==> src/rtl/bfly_pair_feeder_if.sv <==
// rtl/bfly_pair_feeder_if.sv - sample-in / operand-pair-out handshake bundle for bfly_pair_feeder
interface bfly_pair_feeder_if #(
  parameter int DATA_WIDTH = 16
);
  logic                  s_valid;
  logic                  s_ready;
  logic [DATA_WIDTH-1:0] s_data;
  logic                  s_sof;
  logic                  m_valid;
  logic                  m_ready;
  logic [DATA_WIDTH-1:0] m_in0;
  logic [DATA_WIDTH-1:0] m_in1;
  logic                  m_last;

  modport master (
    output s_valid, s_data, s_sof, m_ready,
    input  s_ready, m_valid, m_in0, m_in1, m_last
  );

  modport slave (
    input  s_valid, s_data, s_sof, m_ready,
    output s_ready, m_valid, m_in0, m_in1, m_last
  );
endinterface

==> src/rtl/bfly_pair_feeder.sv <==
// rtl/bfly_pair_feeder.sv - pairs x[k] with x[k+N/2] for the butterfly; BFLY_FEED_BLKCNT_EN adds blk_cnt
module bfly_pair_feeder #(
  parameter int DATA_WIDTH = 16,
  parameter int N          = 8
) (
  input  logic                 clk,
  input  logic                 rst,
  bfly_pair_feeder_if.slave    io,
`ifdef BFLY_FEED_BLKCNT_EN
  output logic [15:0]          blk_cnt,
`endif
  output logic                 err_sync
);
  localparam int HALF = N / 2;
  localparam int KW   = (HALF > 1) ? $clog2(HALF) : 1;
  localparam logic [KW-1:0] K_LAST = KW'(HALF - 1);

  typedef enum logic {FILL, PAIR} state_t;

  state_t                state_q;
  logic [KW-1:0]         k_q;
  logic [DATA_WIDTH-1:0] buf_q [HALF];
  logic                  m_valid_q;
  logic                  m_last_q;
  logic [DATA_WIDTH-1:0] m_in0_q;
  logic [DATA_WIDTH-1:0] m_in1_q;
  logic                  err_sync_q;
  logic                  s_ready;
  logic                  accept;
  logic [KW-1:0]         k_d;

  // PAIR may only take a beat when the output register is free or draining this cycle.
  assign s_ready = rst ? 1'b0 : ((state_q == FILL) || !m_valid_q || io.m_ready);
  assign accept  = io.s_valid && s_ready;
  assign k_d     = (k_q == K_LAST) ? '0 : k_q + KW'(1);

  always_ff @(posedge clk) begin
    if (rst) begin
      state_q    <= FILL;
      k_q        <= '0;
      m_valid_q  <= 1'b0;
      m_last_q   <= 1'b0;
      m_in0_q    <= '0;
      m_in1_q    <= '0;
      err_sync_q <= 1'b0;
    end else begin
      err_sync_q <= 1'b0;
      if (m_valid_q && io.m_ready) begin
        m_valid_q <= 1'b0;
        m_last_q  <= 1'b0;
      end
      if (accept) begin
        if (io.s_sof) begin
          // Restart: this beat becomes x[0]; any registered pair is left to drain.
          buf_q[0]   <= io.s_data;
          err_sync_q <= !((state_q == FILL) && (k_q == '0));
          if (HALF == 1) begin
            state_q <= PAIR;
            k_q     <= '0;
          end else begin
            state_q <= FILL;
            k_q     <= KW'(1);
          end
        end else if (state_q == FILL) begin
          buf_q[k_q] <= io.s_data;
          k_q        <= k_d;
          if (k_q == K_LAST) state_q <= PAIR;
        end else begin
          m_in0_q   <= buf_q[k_q];
          m_in1_q   <= io.s_data;
          m_valid_q <= 1'b1;
          m_last_q  <= (k_q == K_LAST);
          k_q       <= k_d;
          if (k_q == K_LAST) state_q <= FILL;
        end
      end
    end
  end

`ifdef BFLY_FEED_BLKCNT_EN
  logic [15:0] blk_cnt_q;

  always_ff @(posedge clk) begin
    if (rst) begin
      blk_cnt_q <= '0;
    end else if (m_valid_q && io.m_ready && m_last_q) begin
      blk_cnt_q <= blk_cnt_q + 16'd1;
    end
  end

  assign blk_cnt = blk_cnt_q;
`endif

  assign io.s_ready = s_ready;
  assign io.m_valid = m_valid_q;
  assign io.m_in0   = m_in0_q;
  assign io.m_in1   = m_in1_q;
  assign io.m_last  = m_last_q;
  assign err_sync   = err_sync_q;
endmodule
==> src/flat_wrapper.sv <==
// flat-port wrapper written by rule: the top's interface ports become plain ports
module bfly_pair_feeder_flat 
#(
  parameter int DATA_WIDTH = 16,
  parameter int N          = 8
)
  (clk, rst, err_sync, io_s_valid, io_s_data, io_s_sof, io_m_ready, io_s_ready, io_m_valid, io_m_in0, io_m_in1, io_m_last);
  bfly_pair_feeder_if #(.DATA_WIDTH(DATA_WIDTH)) io_i ();
  input  logic clk;
  input  logic rst;
  output logic err_sync;
  input wire logic [$bits(io_i.s_valid)-1:0] io_s_valid;
  input wire logic [$bits(io_i.s_data)-1:0] io_s_data;
  input wire logic [$bits(io_i.s_sof)-1:0] io_s_sof;
  input wire logic [$bits(io_i.m_ready)-1:0] io_m_ready;
  output wire logic [$bits(io_i.s_ready)-1:0] io_s_ready;
  output wire logic [$bits(io_i.m_valid)-1:0] io_m_valid;
  output wire logic [$bits(io_i.m_in0)-1:0] io_m_in0;
  output wire logic [$bits(io_i.m_in1)-1:0] io_m_in1;
  output wire logic [$bits(io_i.m_last)-1:0] io_m_last;
  assign io_i.s_valid = io_s_valid;
  assign io_i.s_data = io_s_data;
  assign io_i.s_sof = io_s_sof;
  assign io_i.m_ready = io_m_ready;
  assign io_s_ready = io_i.s_ready;
  assign io_m_valid = io_i.m_valid;
  assign io_m_in0 = io_i.m_in0;
  assign io_m_in1 = io_i.m_in1;
  assign io_m_last = io_i.m_last;
  bfly_pair_feeder #(.DATA_WIDTH(DATA_WIDTH), .N(N)) u_core (.clk(clk), .rst(rst), .io(io_i), .err_sync(err_sync));
endmodule
==> config.mk <==
export PLATFORM = sky130hd
export DESIGN_NAME = bfly_pair_feeder_flat
export DESIGN_NICKNAME = d
export VERILOG_FILES = /design/src/rtl/bfly_pair_feeder_if.sv /design/src/rtl/bfly_pair_feeder.sv /design/src/flat_wrapper.sv
export SDC_FILE = /design/constraint.sdc
export NUM_CORES = 1
export LEC_CHECK = 0
export BUFFER_PORTS_ARGS = -buffer_cell sky130_fd_sc_hd__buf_2
export CAP_MARGIN = 20
export CORE_MARGIN = 2
export CORE_UTILIZATION = 51
export CTS_CLUSTER_SIZE = 30
export DETAILED_ROUTE_END_ITERATION = 12
export PLACE_DENSITY = 0.75
export SYNTH_ARGS = -nofsm -noshare
export SYNTH_HDL_FRONTEND = slang
export SYNTH_SLANG_ARGS = --single-unit
==> constraint.sdc <==
create_clock -name clk -period 3.3 [get_ports clk]
set_clock_uncertainty 0.1 [all_clocks]
set_input_delay 0.33 -clock clk [delete_from_list [all_inputs] [get_ports clk]]
set_output_delay 0.33 -clock clk [all_outputs]
set_load 0.02 [all_outputs]
# Word level (Yosys, flattened, before mapping)
# Memories as Yosys holds them, arrays and structs flattened. A register that Yosys moved wholly into a read port is not among the register bits.
# Cells that the tools add are included.
# op_classes
n_bitwise	3
reduce_logical	11
n_mux	27
add_sub_neg	1
n_eq_ne	1
# op_table
cell	count
$mux 1	23
$mux 16	1
$reduce_or 16->1	1
$mux 2	3
$logic_and 1x1->1	3
$not 1->1	3
$reduce_and 3->1	1
$reduce_or 3->1	1
$add 2x1->2 const B	1
$eq 2x2->1 const B	1
$logic_not 1->1	2
$logic_not 2->1	1
$logic_or 1x1->1	2
# word_totals
ff_bits	22
elab_cells	50
n_memories	1
ram_bits	64
in_bits	21
# mem_list
name	words	width	read_ports	rd_clocked_by_memory_dff	write_ports	line_no	source
u_core.buf_q	4	16	1	1	1	bfly_pair_feeder.sv:22	logic [DATA_WIDTH-1:0] buf_q [HALF];

# Depth between registers and ports, before layout
# Gate-level depths: netlist (run 1).
# depth
word_depth	10
mapped_depth	6
ltp_nobuf	4

# Worst setup path after synthesis (run 1)
# OpenSTA, ideal clock, no wires.
# synth_timing
path_kind	input to register
start	in io_s_sof
end	mem u_core.buf_q[2][0] (enable)
setup_slack_ns	0.203
stages	4
n_path_buf	2
setup_time_ns	0.430
arrival_ns	2.567
path_cell_list	or3b_1 > buf_4 > buf_6 > nor4_1
# synth_via
elab_chain_cells	6
word_cells_on_any_way	11
# synth_lines
element	line_no	source
start, declared	flat_wrapper.sv:14	input wire logic [$bits(io_i.s_sof)-1:0] io_s_sof;
$mux 1	bfly_pair_feeder.sv:53	if (io.s_sof) begin
$mux 1	bfly_pair_feeder.sv:52	if (accept) begin
$mux 1	bfly_pair_feeder.sv:38	if (rst) begin
$mux 1 (implied by the code)	bfly_pair_feeder.sv:65	buf_q[k_q] <= io.s_data;
$reduce_or 16->1 (no source line)	--	
$mux 2 (no source line) / $mux 1 (equally long branches)	--	
end, declared	bfly_pair_feeder.sv:22	
# Parallel ways exist; a longest one is shown, timed or not.

# Worst setup path after layout (run 1)
# layout_timing
start	reg u_core.state_q
end	reg u_core.m_in0_q[0] (netlist: u_core.io.m_in0[0]) (read register of u_core.buf_q)
# layout_via
elab_chain_cells	6
# layout_lines
element	line_no	source
start, declared	bfly_pair_feeder.sv:20	state_t state_q;
start signal, assigned	bfly_pair_feeder.sv:39	state_q <= FILL;
start signal, assigned	bfly_pair_feeder.sv:58	state_q <= PAIR;
start signal, assigned	bfly_pair_feeder.sv:61	state_q <= FILL;
$not 1->1	bfly_pair_feeder.sv:33	assign s_ready = rst ? 1'b0 : ((state_q == FILL) || !m_valid_q || io.m_ready);
$logic_or 1x1->1 (2 in a row)	bfly_pair_feeder.sv:33	
$mux 1	bfly_pair_feeder.sv:33	
$logic_and 1x1->1	bfly_pair_feeder.sv:34	assign accept = io.s_valid && s_ready;
$reduce_and 3->1 (no source line) (*)	--	
end, declared	bfly_pair_feeder.sv:25	logic [DATA_WIDTH-1:0] m_in0_q;
# Every way passes the cells marked *; elsewhere a longest branch is shown, timed or not.
# A chain may end at the register's enable or synchronous reset.

==> metrics.txt, run 1 <==
post-layout min period=2.20 ns; vias per std cell=about 5.8; register area share after synthesis=about 67%; Post-Synth Adder-Cell Area=less than 1%; diode count=0; Gate Count Post-Synth=about 280; share of cells above drive strength 1=32.2%; post-synthesis compound-gate area fraction=8.47%; PD cells=496 nW/um^2; Max VDD drop=~0.00025 V; WHS Path Cells=1; Setup Viol. Count Final=0; status=finished clean; worst r2r src=u_core.state_q; Post-DP HPWL=5.52 mm; critical path data arrival time=about 2.3 ns; DRC viols=0; Clock Sinks=between 100 and 150; R2R cell count=3; number of buffers created by CTS=9; flop2flop setup slack=between 1 and 1.5 ns; setup_tns=0 ns; largest net degree at the start of global routing=35; Synth cell types=31; initial core utilization=a little over half; Reg-to-Reg End=u_core.io.m_in0[0]; Final Cycle Share=approximately 67%; layout net count=356; post-route ant nets=0; Crit-path slowest cell=nor3_4; Synth Area in Simple Gates=around 11%; Final Hold Viols=0; first-pass GRT wire length=about 13 mm; CTS resizes=0; Syn-to-layout area delta=15.1%; initial antenna violation count=0; WP buf/inv=1; Synth Net Count=301; Initial DRC Count=201; CTS Buffer Depth=2; Slew Viols, Final=0; f_max=454 MHz; IO Pins=57; clock slew at reported path FFs=around 0.090 ns; CP delay by family, top=simple AND/OR/NAND/NOR gates; CP Cell Sequence=inv_1 > nor3_4 > o21ai_0; Wirelength per Cell=approximately 19 microns; Worst path max stage delay=0.66 ns; Die ar.=~8600 sq um; CTS root buf=clkbuf_8; H-tree depth=3; average size of a mapped cell=about 14 sq um; Min-Delay Endpoint=u_core.buf_q[0][8]; Setup Crit Path Kind=flip-flop to flip-flop; GRT Total Usage=~20%; RSZ-0062 raised after global routing=false; YS warnings=0; final wirelength=~8.3 mm; Worst Max-Slew Pin Slew=between 0.7 and 0.8 ns; Pleak=1.60 nW; core area=approximately 7600 sq um; TritonCTS clock tree=done; Vias=2563; multiplexer area fraction after synthesis=under 10%; Required @ worst endpoint=around 3.4 ns; worst-path maximum fanout=20; CP Launch Type=flip-flop; #FFs+latches synth=just over 100; cts hold-fix bufs=0; relative slew slack=~48%; clock latency on the worst-skew pair=approximately 0.35 ns; xor/xnor share of the synthesized area=0%; Placed Instances=~420; setup repair bufs after CTS=0; Worst Hold Launch=io_s_data[8]; max cap viols=0; gpl congestion=roughly 0.76; row count=32; input/output buffers=56; GRT Residual Overflow=0; Mapped Area=roughly 4000 sq um; vias in the first global route=between 2k and 3k; largest family of logic cells by synthesized area=simple AND/OR/NAND/NOR gates; DR pass1 iterations=5; Die Height=about 93 microns; Crit. End Element=flip-flop; final non-filler cell total=between 400 and 500; DIE WIDTH=slightly above 90 microns; HP Class=input pin to flip-flop
==> layer usage <==
layer | vias up | GRT usage, % | wire [microns]
met2 | 107 | 33.8 | 4180
met4 | 0 | 6.72 | 114
met3 | 7 | 4.07 | 593
met5 | - | 0 | 0
li1 | 1197 | - | -
met1 | 1252 | 26.7 | 3360
==> where the power goes <==
group          switching [W]  internal [W]
Combinational      0.0000668     0.0000588
Clock               0.000423      0.000358
Sequential         0.0000117       0.00137
==> cell usage in the layout (no fill, tap or decap), types with 2 or more instances in the layout <==
master / n
nand2_1: 2
inv_1: 4
nor2_1: 4
clkbuf_8: 9
nand2b_1: 18
buf_2: 56
o21ai_1: 2
o31ai_1: 17
dfxtp_1: 38
buf_4: 14
edfxtp_1: 64
a21oi_1: 21
mux4_2: 16
ha_1: 2
clkinvlp_4: 2
nand4_1: 33
o21ai_0: 16
nor3_2: 2
==> sequential cells by signal, summed over array words and instances, names as in the netlist <==
name / cells
u_core.k_q: 2
u_core.io.m_in0: 16
u_core.state_q: 1
u_core.err_sync: 1
u_core.buf_q: 64
u_core.io.m_valid: 1
u_core.io.m_last: 1
u_core.io.m_in1: 16
==> synth_stat cells (all sizes together) <==
| master | n | area share, % |
|---|---|---|
| ha | 2 | 0.63 |
| o31ai | 17 | 3.2 |
| mux2 | 1 | 0.28 |
| dfxtp | 38 | 19 |
| edfxtp | 64 | 48 |
| nand2b | 18 | 2.8 |
| or4b | 2 | 0.50 |
| nor2b | 1 | 0.16 |
| nand3 | 1 | 0.12 |
| nor2 | 4 | 0.38 |
| o311ai | 1 | 0.22 |
| nand4 | 33 | 5.2 |
| inv | 4 | 0.38 |
| buf | 12 | 1.9 |
| a21oi | 21 | 2.6 |
| nor4 | 1 | 0.16 |
| clkbuf | 14 | 1.3 |
| and3b | 1 | 0.22 |
| nor3 | 3 | 0.66 |
| mux4 | 16 | 9.0 |
| or3b | 1 | 0.22 |
| or2 | 1 | 0.16 |
| nor3b | 1 | 0.31 |
| nand2 | 2 | 0.19 |
| o21ai | 18 | 2.3 |
| a211oi | 1 | 0.19 |
==> cells by family (layout without fill, tap and decap cells) <==
group | after synthesis | after routing
mux | 17 | 17
flops | 102 | 102
compound gates | 58 | 58
buf+inv | 30 | 90
fa+ha+maj | 2 | 2
simple gates | 69 | 69
==> layout make-up <==
type | count | area [sq um]
well taps | 102 | 128
inverters | 4 | 15.0
flip-flops and latches | 102 | 2680
clock inverters | 6 | 70.1
repair buffers | 70 | 385
multi-input cells | 146 | 1200
clock buffers | 10 | 128
fillers | 589 | 3040
==> worst max-delay path by stage <==
| stage | start | endpoint | slack, ns | depth (start not counted) |
|---|---|---|---|---|
| floorplan | io_s_sof | u_core.buf_q[2][0] | 0.20 | 4 |
| global placement | rst | u_core.io.m_in0[0] | 1.19 | 5 |
| detailed placement | u_core.k_q[0] | u_core.buf_q[3][6] | 1.12 | 3 |
| CTS | u_core.k_q[0] | u_core.buf_q[3][4] | 1.11 | 3 |
| global route | u_core.state_q | u_core.io.m_in0[5] | 0.92 | 3 |
| finish | u_core.state_q | u_core.io.m_in0[0] | 1.10 | 3 |
==> per-stage QoR <==
step | setup WS, ns | hold slack, ns | power (W) | area [sq um] | util [%]
after floorplan | 0.203 | 0.329 | 0.00149 | 4000 | -
after global placement | 1.19 | 0.353 | 0.00153 | 4410 | 57.7
after detailed placement | 1.12 | 0.354 | 0.00154 | 4410 | 57.7
after CTS | 1.11 | 0.0847 | 0.00231 | 4610 | 60.3
after global routing | 0.921 | 0.0897 | 0.00236 | 4610 | 60.3
final | 1.10 | 0.0993 | 0.00229 | 4610 | 60.3
No activity file was read; power rests on OpenSTA's default activity.
==> run 2: changes to the inputs <==
--- a/config.mk
+++ b/config.mk
@@ -8,10 +8,10 @@
 export BUFFER_PORTS_ARGS = -buffer_cell sky130_fd_sc_hd__buf_2
 export CAP_MARGIN = 20
 export CORE_MARGIN = 2
-export CORE_UTILIZATION = 51
+export CORE_UTILIZATION = 56
 export CTS_CLUSTER_SIZE = 30
 export DETAILED_ROUTE_END_ITERATION = 12
-export PLACE_DENSITY = 0.75
+export PLACE_DENSITY = 0.78
 export SYNTH_ARGS = -nofsm -noshare
 export SYNTH_HDL_FRONTEND = slang
 export SYNTH_SLANG_ARGS = --single-unit
==> constraint.sdc (replaced) <==
create_clock -name clk -period 2.2 [get_ports clk]
set_clock_uncertainty 0.1 [all_clocks]
set_input_delay 0.22 -clock clk [delete_from_list [all_inputs] [get_ports clk]]
set_output_delay 0.22 -clock clk [all_outputs]
set_load 0.02 [all_outputs]
==> run 2 against run 1 <==
Setup slack lost 0.70 ns. Global-route usage increased by 3.4 points. Hold slack worse by 0.076 ns. Sequential share of layout area down 2.7 points. Die area is 8.6% lower. Fmax increased by 22%. Critical endpoint is now u_core.buf_q[3][13]. Largest cell class unchanged. Largest power group unchanged. Highest routed layer unchanged.
==> metrics.txt, run 2 (synthesis results as in run 1) <==
status=finished clean; final worst slack=0.397 ns (-0.699 ns); DRC viols=0 (unchanged); commonest non-fill, non-tap cell in the layout=edfxtp_1; Vias=2718 (+6.0%); GRT Residual Overflow=0 (unchanged); worst-path maximum fanout=14 (-30%); clock latency on the worst-skew pair=0.35 ns (about the same); max cap viols=0 (unchanged); Required @ worst endpoint=2.14 ns (-1.27 ns); cts hold-fix bufs=11 (+11); Clock Sinks=102 (unchanged); Worst Max-Slew Pin Slew=0.424 ns (-0.360 ns); Sw Share=20.8% (-1.1 points); vias per std cell=5.96 (+2.3%); largest net degree at the start of global routing=35 (unchanged); Initial DRC Count=283 (+41%); internal power=0.00281 W (+57%); PnR Total Power=0.00355 W (+55%); max reg flops=64 (unchanged); CP Launch Type=flip-flop; commonest cells after routing, fill and taps aside=edfxtp_1, buf_2, dfxtp_1; f_max=555 MHz (+22%); Slew Viols, Final=0 (unchanged); pre-CTS setup slack=0.291 ns (-0.825 ns); row count=30 (-6.3%); Crit. End Element=flip-flop; post-layout min period=1.80 ns (-0.401 ns); Setup Crit Path Kind=flip-flop to flip-flop; Max VDD drop=0.000451 V (+84%); sequential share of power=58.3% (-2.1 points); Worst path max stage delay=0.58 ns (-0.08 ns); clock slew at reported path FFs=0.09 ns (about the same); DR pass1 iterations=6 (+1); number of buffers created by CTS=9 (unchanged); final wirelength=8.74 mm (+5.9%); first-pass GRT wire length=13.5 mm (+2.1%); CTS Buffer Depth=2 (unchanged); CTS resizes=0 (unchanged); Syn-to-layout area delta=20.8%; Die ar.=7840 sq um (-8.6%); GRT Total Usage=23.7% (+3.4 points); Most flops, register=u_core.buf_q; initial antenna violation count=0 (unchanged); Setup Viol. Count Final=0 (unchanged); Comb pwr share=6.4% (+0.9 points); setup repair bufs after CTS=0 (unchanged); HP Class=input pin to flip-flop; core area=6870 sq um (-10%); CTS root buf=clkbuf_8; H-tree depth=3 (unchanged); Pleak=1.71 nW (+7.2%); input/output buffers=56 (unchanged); critical path data arrival time=1.75 ns (-0.57 ns); clock share of power=35.3% (+1.2 points); RSZ-0062 raised after global routing=false; gpl congestion=0.805 (+5.7%); post-route ant nets=0 (unchanged); PD cells=734 nW/um^2 (+48%); diode count=0 (unchanged); Psw=0.000737 W (+47%); CP Cell Sequence=buf_12 > nand2_1 > nor3_2 > buf_4; Finished Core Util=70.4% (+10 points); Crit-path slowest cell=dfxtp_1; layout net count=378 (+6.2%); Final Cycle Share=82.0% (+15 points); Final Hold Viols=0 (unchanged); Post-DP HPWL=5.71 mm (+3.4%); Min Hold Slack=0.0235 ns (-0.0758 ns); DIE WIDTH=88.5 microns (-4.4%); IO Pins=57 (unchanged); Die Height=88.5 microns (-4.4%); Wirelength per Cell=19.2 microns (+2.1%); relative slew slack=71.7% (+24 points); vias in the first global route=2654 (+4.7%); share of cells above drive strength 1=33.3% (+1.1 points); initial core utilization=58.3% (+5.9 points); TritonCTS clock tree=done
==> run 2: cell types whose count changed in the layout (fill, tap and decap cells not counted), sizes merged <==
cell         change
inv              -1
dlygate4sd3     +11
clkinvlp         -1
bufinv           +1
clkbuf           +1
buf             +11
==> run 2: power by group through the flow <==
stage               clock network [W]  logic [W]  registers (W)
finish                        0.00125   0.000226        0.00207
global route                  0.00134   0.000244        0.00207
CTS                           0.00127   0.000227        0.00207
detailed placement                  0   0.000211        0.00211
global placement                    0   0.000203        0.00211
floorplan                           0   0.000127        0.00210
==> run 2: layout make-up <==
class | instances | area (sq um)
flip-flops and latches | 102 | 2680
multi-input cells | 146 | 1210
inverters | 4 | 15.0
clock buffers | 11 | 131
repair buffers | 92 | 591
fillers | 477 | 2030
clock inverters | 5 | 82.6
well taps | 96 | 120
==> run 2: final timing paths <==
check / from / endpoint / slack [ns] / cells after the start
worst max-delay path: u_core.k_q[0] / u_core.buf_q[3][13] / 0.40 / 4
worst min-delay path: io_s_data[14] / u_core.buf_q[1][14] / 0.02 / 1
worst max register to register: u_core.k_q[0] / u_core.buf_q[3][13] / 0.40 / 4
worst min register to register: u_core.io.m_in0[3] / u_core.io.m_in0[3] / 0.37 / 2
==> run 2: worst max-delay path: cells and delay by family (launching register included) <==
kind / cells / cell delay [ns]
simple gates: 2 / 0.30
flops: 1 / 0.58
buf+inv: 2 / 0.52
==> run 2: metrics by stage <==
step           setup TNS (ns)  std cells  area (sq um)
2_1_floorplan          -13.30        278          4010
3_3_place_gp                0        429          4510
3_5_place_dp                0        429          4510
4_1_cts                     0        456          4830
5_1_grt                     0        456          4830
6_report                    0        456          4830
==> run 2: layer usage <==
| layer | share of wire, % | vias up | GRT usage, % | routed length, microns |
|---|---|---|---|---|
| li1 | - | 1239 | - | - |
| met1 | 42 | 1355 | 30.4 | 3640 |
| met2 | 51 | 117 | 40.5 | 4490 |
| met3 | 6.1 | 7 | 5.04 | 531 |
| met4 | 0.77 | 0 | 7.85 | 67 |
| met5 | 0 | - | 0 | 0 |
==> run 3: changes to the inputs <==
--- a/config.mk
+++ b/config.mk
@@ -5,13 +5,14 @@
 export SDC_FILE = /design/constraint.sdc
 export NUM_CORES = 1
 export LEC_CHECK = 0
+export ABC_AREA = 1
 export BUFFER_PORTS_ARGS = -buffer_cell sky130_fd_sc_hd__buf_2
 export CAP_MARGIN = 20
 export CORE_MARGIN = 2
-export CORE_UTILIZATION = 56
+export CORE_UTILIZATION = 51
 export CTS_CLUSTER_SIZE = 30
 export DETAILED_ROUTE_END_ITERATION = 12
-export PLACE_DENSITY = 0.78
+export PLACE_DENSITY = 0.75
 export SYNTH_ARGS = -nofsm -noshare
 export SYNTH_HDL_FRONTEND = slang
 export SYNTH_SLANG_ARGS = --single-unit
==> constraint.sdc (replaced) <==
create_clock -name clk -period 1.49 [get_ports clk]
set_clock_uncertainty 0.1 [all_clocks]
set_input_delay 0.149 -clock clk [delete_from_list [all_inputs] [get_ports clk]]
set_output_delay 0.149 -clock clk [all_outputs]
set_load 0.02 [all_outputs]
==> run 3 against run 2 <==
Die area increased by 12%. Fmax is 23% higher. Critical path depth up 1. Wire length grew 0.24%. Clock-buffer cell count rose by 3. Via count up 15%. First-iteration DRC count fell by 32%. Hold slack better by 0.013 ns. Flip-flop and latch count is the same. Area after synthesis up 2.4%. Non-clock buffer count is 9 higher. Critical endpoint is now u_core.buf_q[0][12]. Sequential share of layout area decreased by 3.8 points.
==> metrics.txt, run 3 <==
status=finished clean; Crit-path slowest cell=dfxtp_4; pre-CTS setup slack=-0.00539 ns (-0.296 ns); Placed Area=4720 sq um (+4.5%); PnR Total Power=0.00533 W (+50%); final worst slack=0.0212 ns (-0.376 ns); vias in the first global route=3061 (+15%); commonest non-fill, non-tap cell in the layout=nand2_1; Setup Crit Path Kind=flip-flop to flip-flop; multiplexer area fraction after synthesis=0% (-9.3 points); GRT Residual Overflow=0 (unchanged); H-tree depth=3 (unchanged); Setup Viol. Count Final=0 (unchanged); CP Cell Sequence=nand3_4 > nand3_2 > or2_4 > nor2_4 > buf_12; clock latency on the worst-skew pair=0.36 ns (about the same); Worst path max stage delay=0.37 ns (-0.21 ns); commonest cells after routing, fill and taps aside=nand2_1, nor2_1, edfxtp_1; number of buffers created by CTS=9 (unchanged); Wirelength per Cell=13.6 microns (-29%); YS warnings=0 (unchanged); HP Class=input pin to flip-flop; Final Cycle Share=98.6% (+17 points); Worst Max-Slew Pin Slew=0.265 ns (-0.159 ns); Synth Area in Simple Gates=22.4% (+11 points); initial core utilization=52.8% (-5.5 points); Crit. End Element=flip-flop; share of cells above drive strength 1=21.2% (-12 points); Fillers=599 (+26%); f_max=681 MHz (+23%); initial antenna violation count=0 (unchanged); worst-path maximum fanout=8 (-6); diode count=0 (unchanged); Synth Net Count=469 (+56%); max cap viols=0 (unchanged); Final Cell Area=5220 sq um (+7.9%); post-synthesis compound-gate area fraction=4.73% (-3.7 points); Syn-to-layout area delta=27.2%; final non-filler cell total=644 (+41%); Final Hold Viols=0 (unchanged); DR pass1 iterations=4 (-2); largest net degree at the start of global routing=44 (+26%); CTS Buffer Depth=2 (unchanged); RSZ-0062 raised after global routing=true; CP Launch Type=flip-flop; Die Height=93.7 microns (+5.8%); post-synth top area cell=edfxtp_1; #FFs+latches synth=102 (unchanged); Pleak=2.38 nW (+40%); DIE WIDTH=93.7 microns (+5.8%); Min Hold Slack=0.0362 ns (+0.0128 ns); most frequent cell after synthesis=nand2_1; CTS root buf=clkbuf_8; Die ar.=8770 sq um (+12%); Required @ worst endpoint=1.47 ns (-0.67 ns); ys async rst share=0% (unchanged); clock slew at reported path FFs=0.09 ns (about the same); GRT Total Usage=21.5% (-2.2 points); ys flop type=edfxtp_1; post-route ant nets=0 (unchanged); share of the synthesized area in the top cell type=46.9% (-1.1 points); layout net count=560 (+48%); vias per std cell=4.87 (-18%); Post-Synth Adder-Cell Area=0.610% (-0.015 points); Clock Sinks=102 (unchanged); TritonCTS clock tree=done; PD cells=1020 nW/um^2 (+39%); final wirelength=8.76 mm (+0.24%); Most flops, register=u_core.buf_q; post-layout min period=1.47 ns (-0.334 ns); max reg flops=64 (unchanged); Synth cell types=21 (-32%); gpl congestion=0.844 (+4.8%); Placed Instances=606 (+41%); critical path data arrival time=1.45 ns (-0.30 ns); DRC viols=0 (unchanged); core area=7770 sq um (+13%); Max VDD drop=0.000825 V (+83%); first-pass GRT wire length=14.3 mm (+6.0%); xor/xnor share of the synthesized area=0% (unchanged); largest family of logic cells by synthesized area=simple AND/OR/NAND/NOR gates; register area share after synthesis=65.4% (-1.6 points); Vias=3135 (+15%); EDFF count, synth=64 (unchanged); top cells by count, synth=nand2_1, nor2_1, edfxtp_1, inv_1, dfxtp_1; input/output buffers=56 (unchanged); Initial DRC Count=192 (-32%); Mapped Area=4100 sq um (+2.4%); IO Pins=57 (unchanged); average size of a mapped cell=9.19 sq um (-36%); relative slew slack=82.2% (+10 points); Post-DP HPWL=5.53 mm (-3.2%); main area contributors after synthesis=edfxtp_1, dfxtp_1, nand2_1; Slew Viols, Final=0 (unchanged); row count=32 (+6.7%); Gate Count Post-Synth=446 (+60%)
## run 3: cell count changes in the layout (fill, tap and decap cells not counted), moves of 7 or more
cell / change
nand2_1: +133
o31ai_1: -17
a21oi_1: -17
nand2b_1: -18
buf_4: -8
inv_1: +35
mux4_2: -16
nor2_1: +84
nand4_1: -30
dlygate4sd3_1: +8
buf_12: +7
o21ai_0: +13
## run 3: worst max-delay path, delay by kind of cell, from the launching register on
| kind | cells | cell delay, ns |
|---|---|---|
| buf+inv | 1 | 0.15 |
| flops | 1 | 0.37 |
| simple gates | 4 | 0.58 |
## run 3: metal layers
layer	global-route usage, %	wire length, microns
met5	0	0
met4	7.37	160
met3	6.02	411
met2	36.6	4270
met1	26.4	3910
## run 3: kinds of logic (layout without fill, tap and decap cells)
kind of cell | after synthesis | count (layout)
and+or+nand+nor | 240 | 240
DFF | 102 | 102
buffers and inverters | 64 | 160
AOI/OAI and AO/OA | 38 | 38
adders and majority gates | 2 | 2
## run 3: power breakdown
group | leakage [nW] | internal [W] | total (W) | switching, W
clock network | 0.111 | 0.000987 | 0.00189 | 0.000900
registers | 0.891 | 0.00303 | 0.00305 | 0.0000173
logic | 1.38 | 0.000163 | 0.000397 | 0.000234
## run 3: layout make-up
type | instances | area [sq um] | share of cell area, %
Clock buffer | 14 | 185 | 3.55
Clock inverter | 2 | 38.8 | 0.744
Multi-Input combinational cell | 280 | 1210 | 23.1
Tap cell | 102 | 128 | 2.45
Sequential cell | 102 | 2700 | 51.7
Inverter | 43 | 166 | 3.19
Timing Repair Buffer | 101 | 793 | 15.2
## run 3: what timing repair did
item	CTS	global route
setup endpoints to repair	18	55
resized for setup	5	13
hold buffers	19	0
hold endpoints to repair	81	0
buffers inserted	1	1
pin swaps	1	3
cloned	0	1
## run 3: path summary, 6_finish.rpt
kind                         end  slack [ns]          startpoint  cells after the start
max          u_core.buf_q[0][12]        0.02   u_core.io.m_valid                      5
min             u_core.io.m_last        0.04          io_m_ready                      6
max reg2reg  u_core.buf_q[0][12]        0.02   u_core.io.m_valid                      5
min reg2reg   u_core.io.m_in1[4]        0.41  u_core.io.m_in1[4]                      4
## run 3: stage by stage
step,TNS [ns],util (%)
final,0,67.2
after floorplan,-0.595,-
after global placement,0,60.7
after global routing,-0.201,67.2
after CTS,0,66.3
after detailed placement,-0.00539,60.7
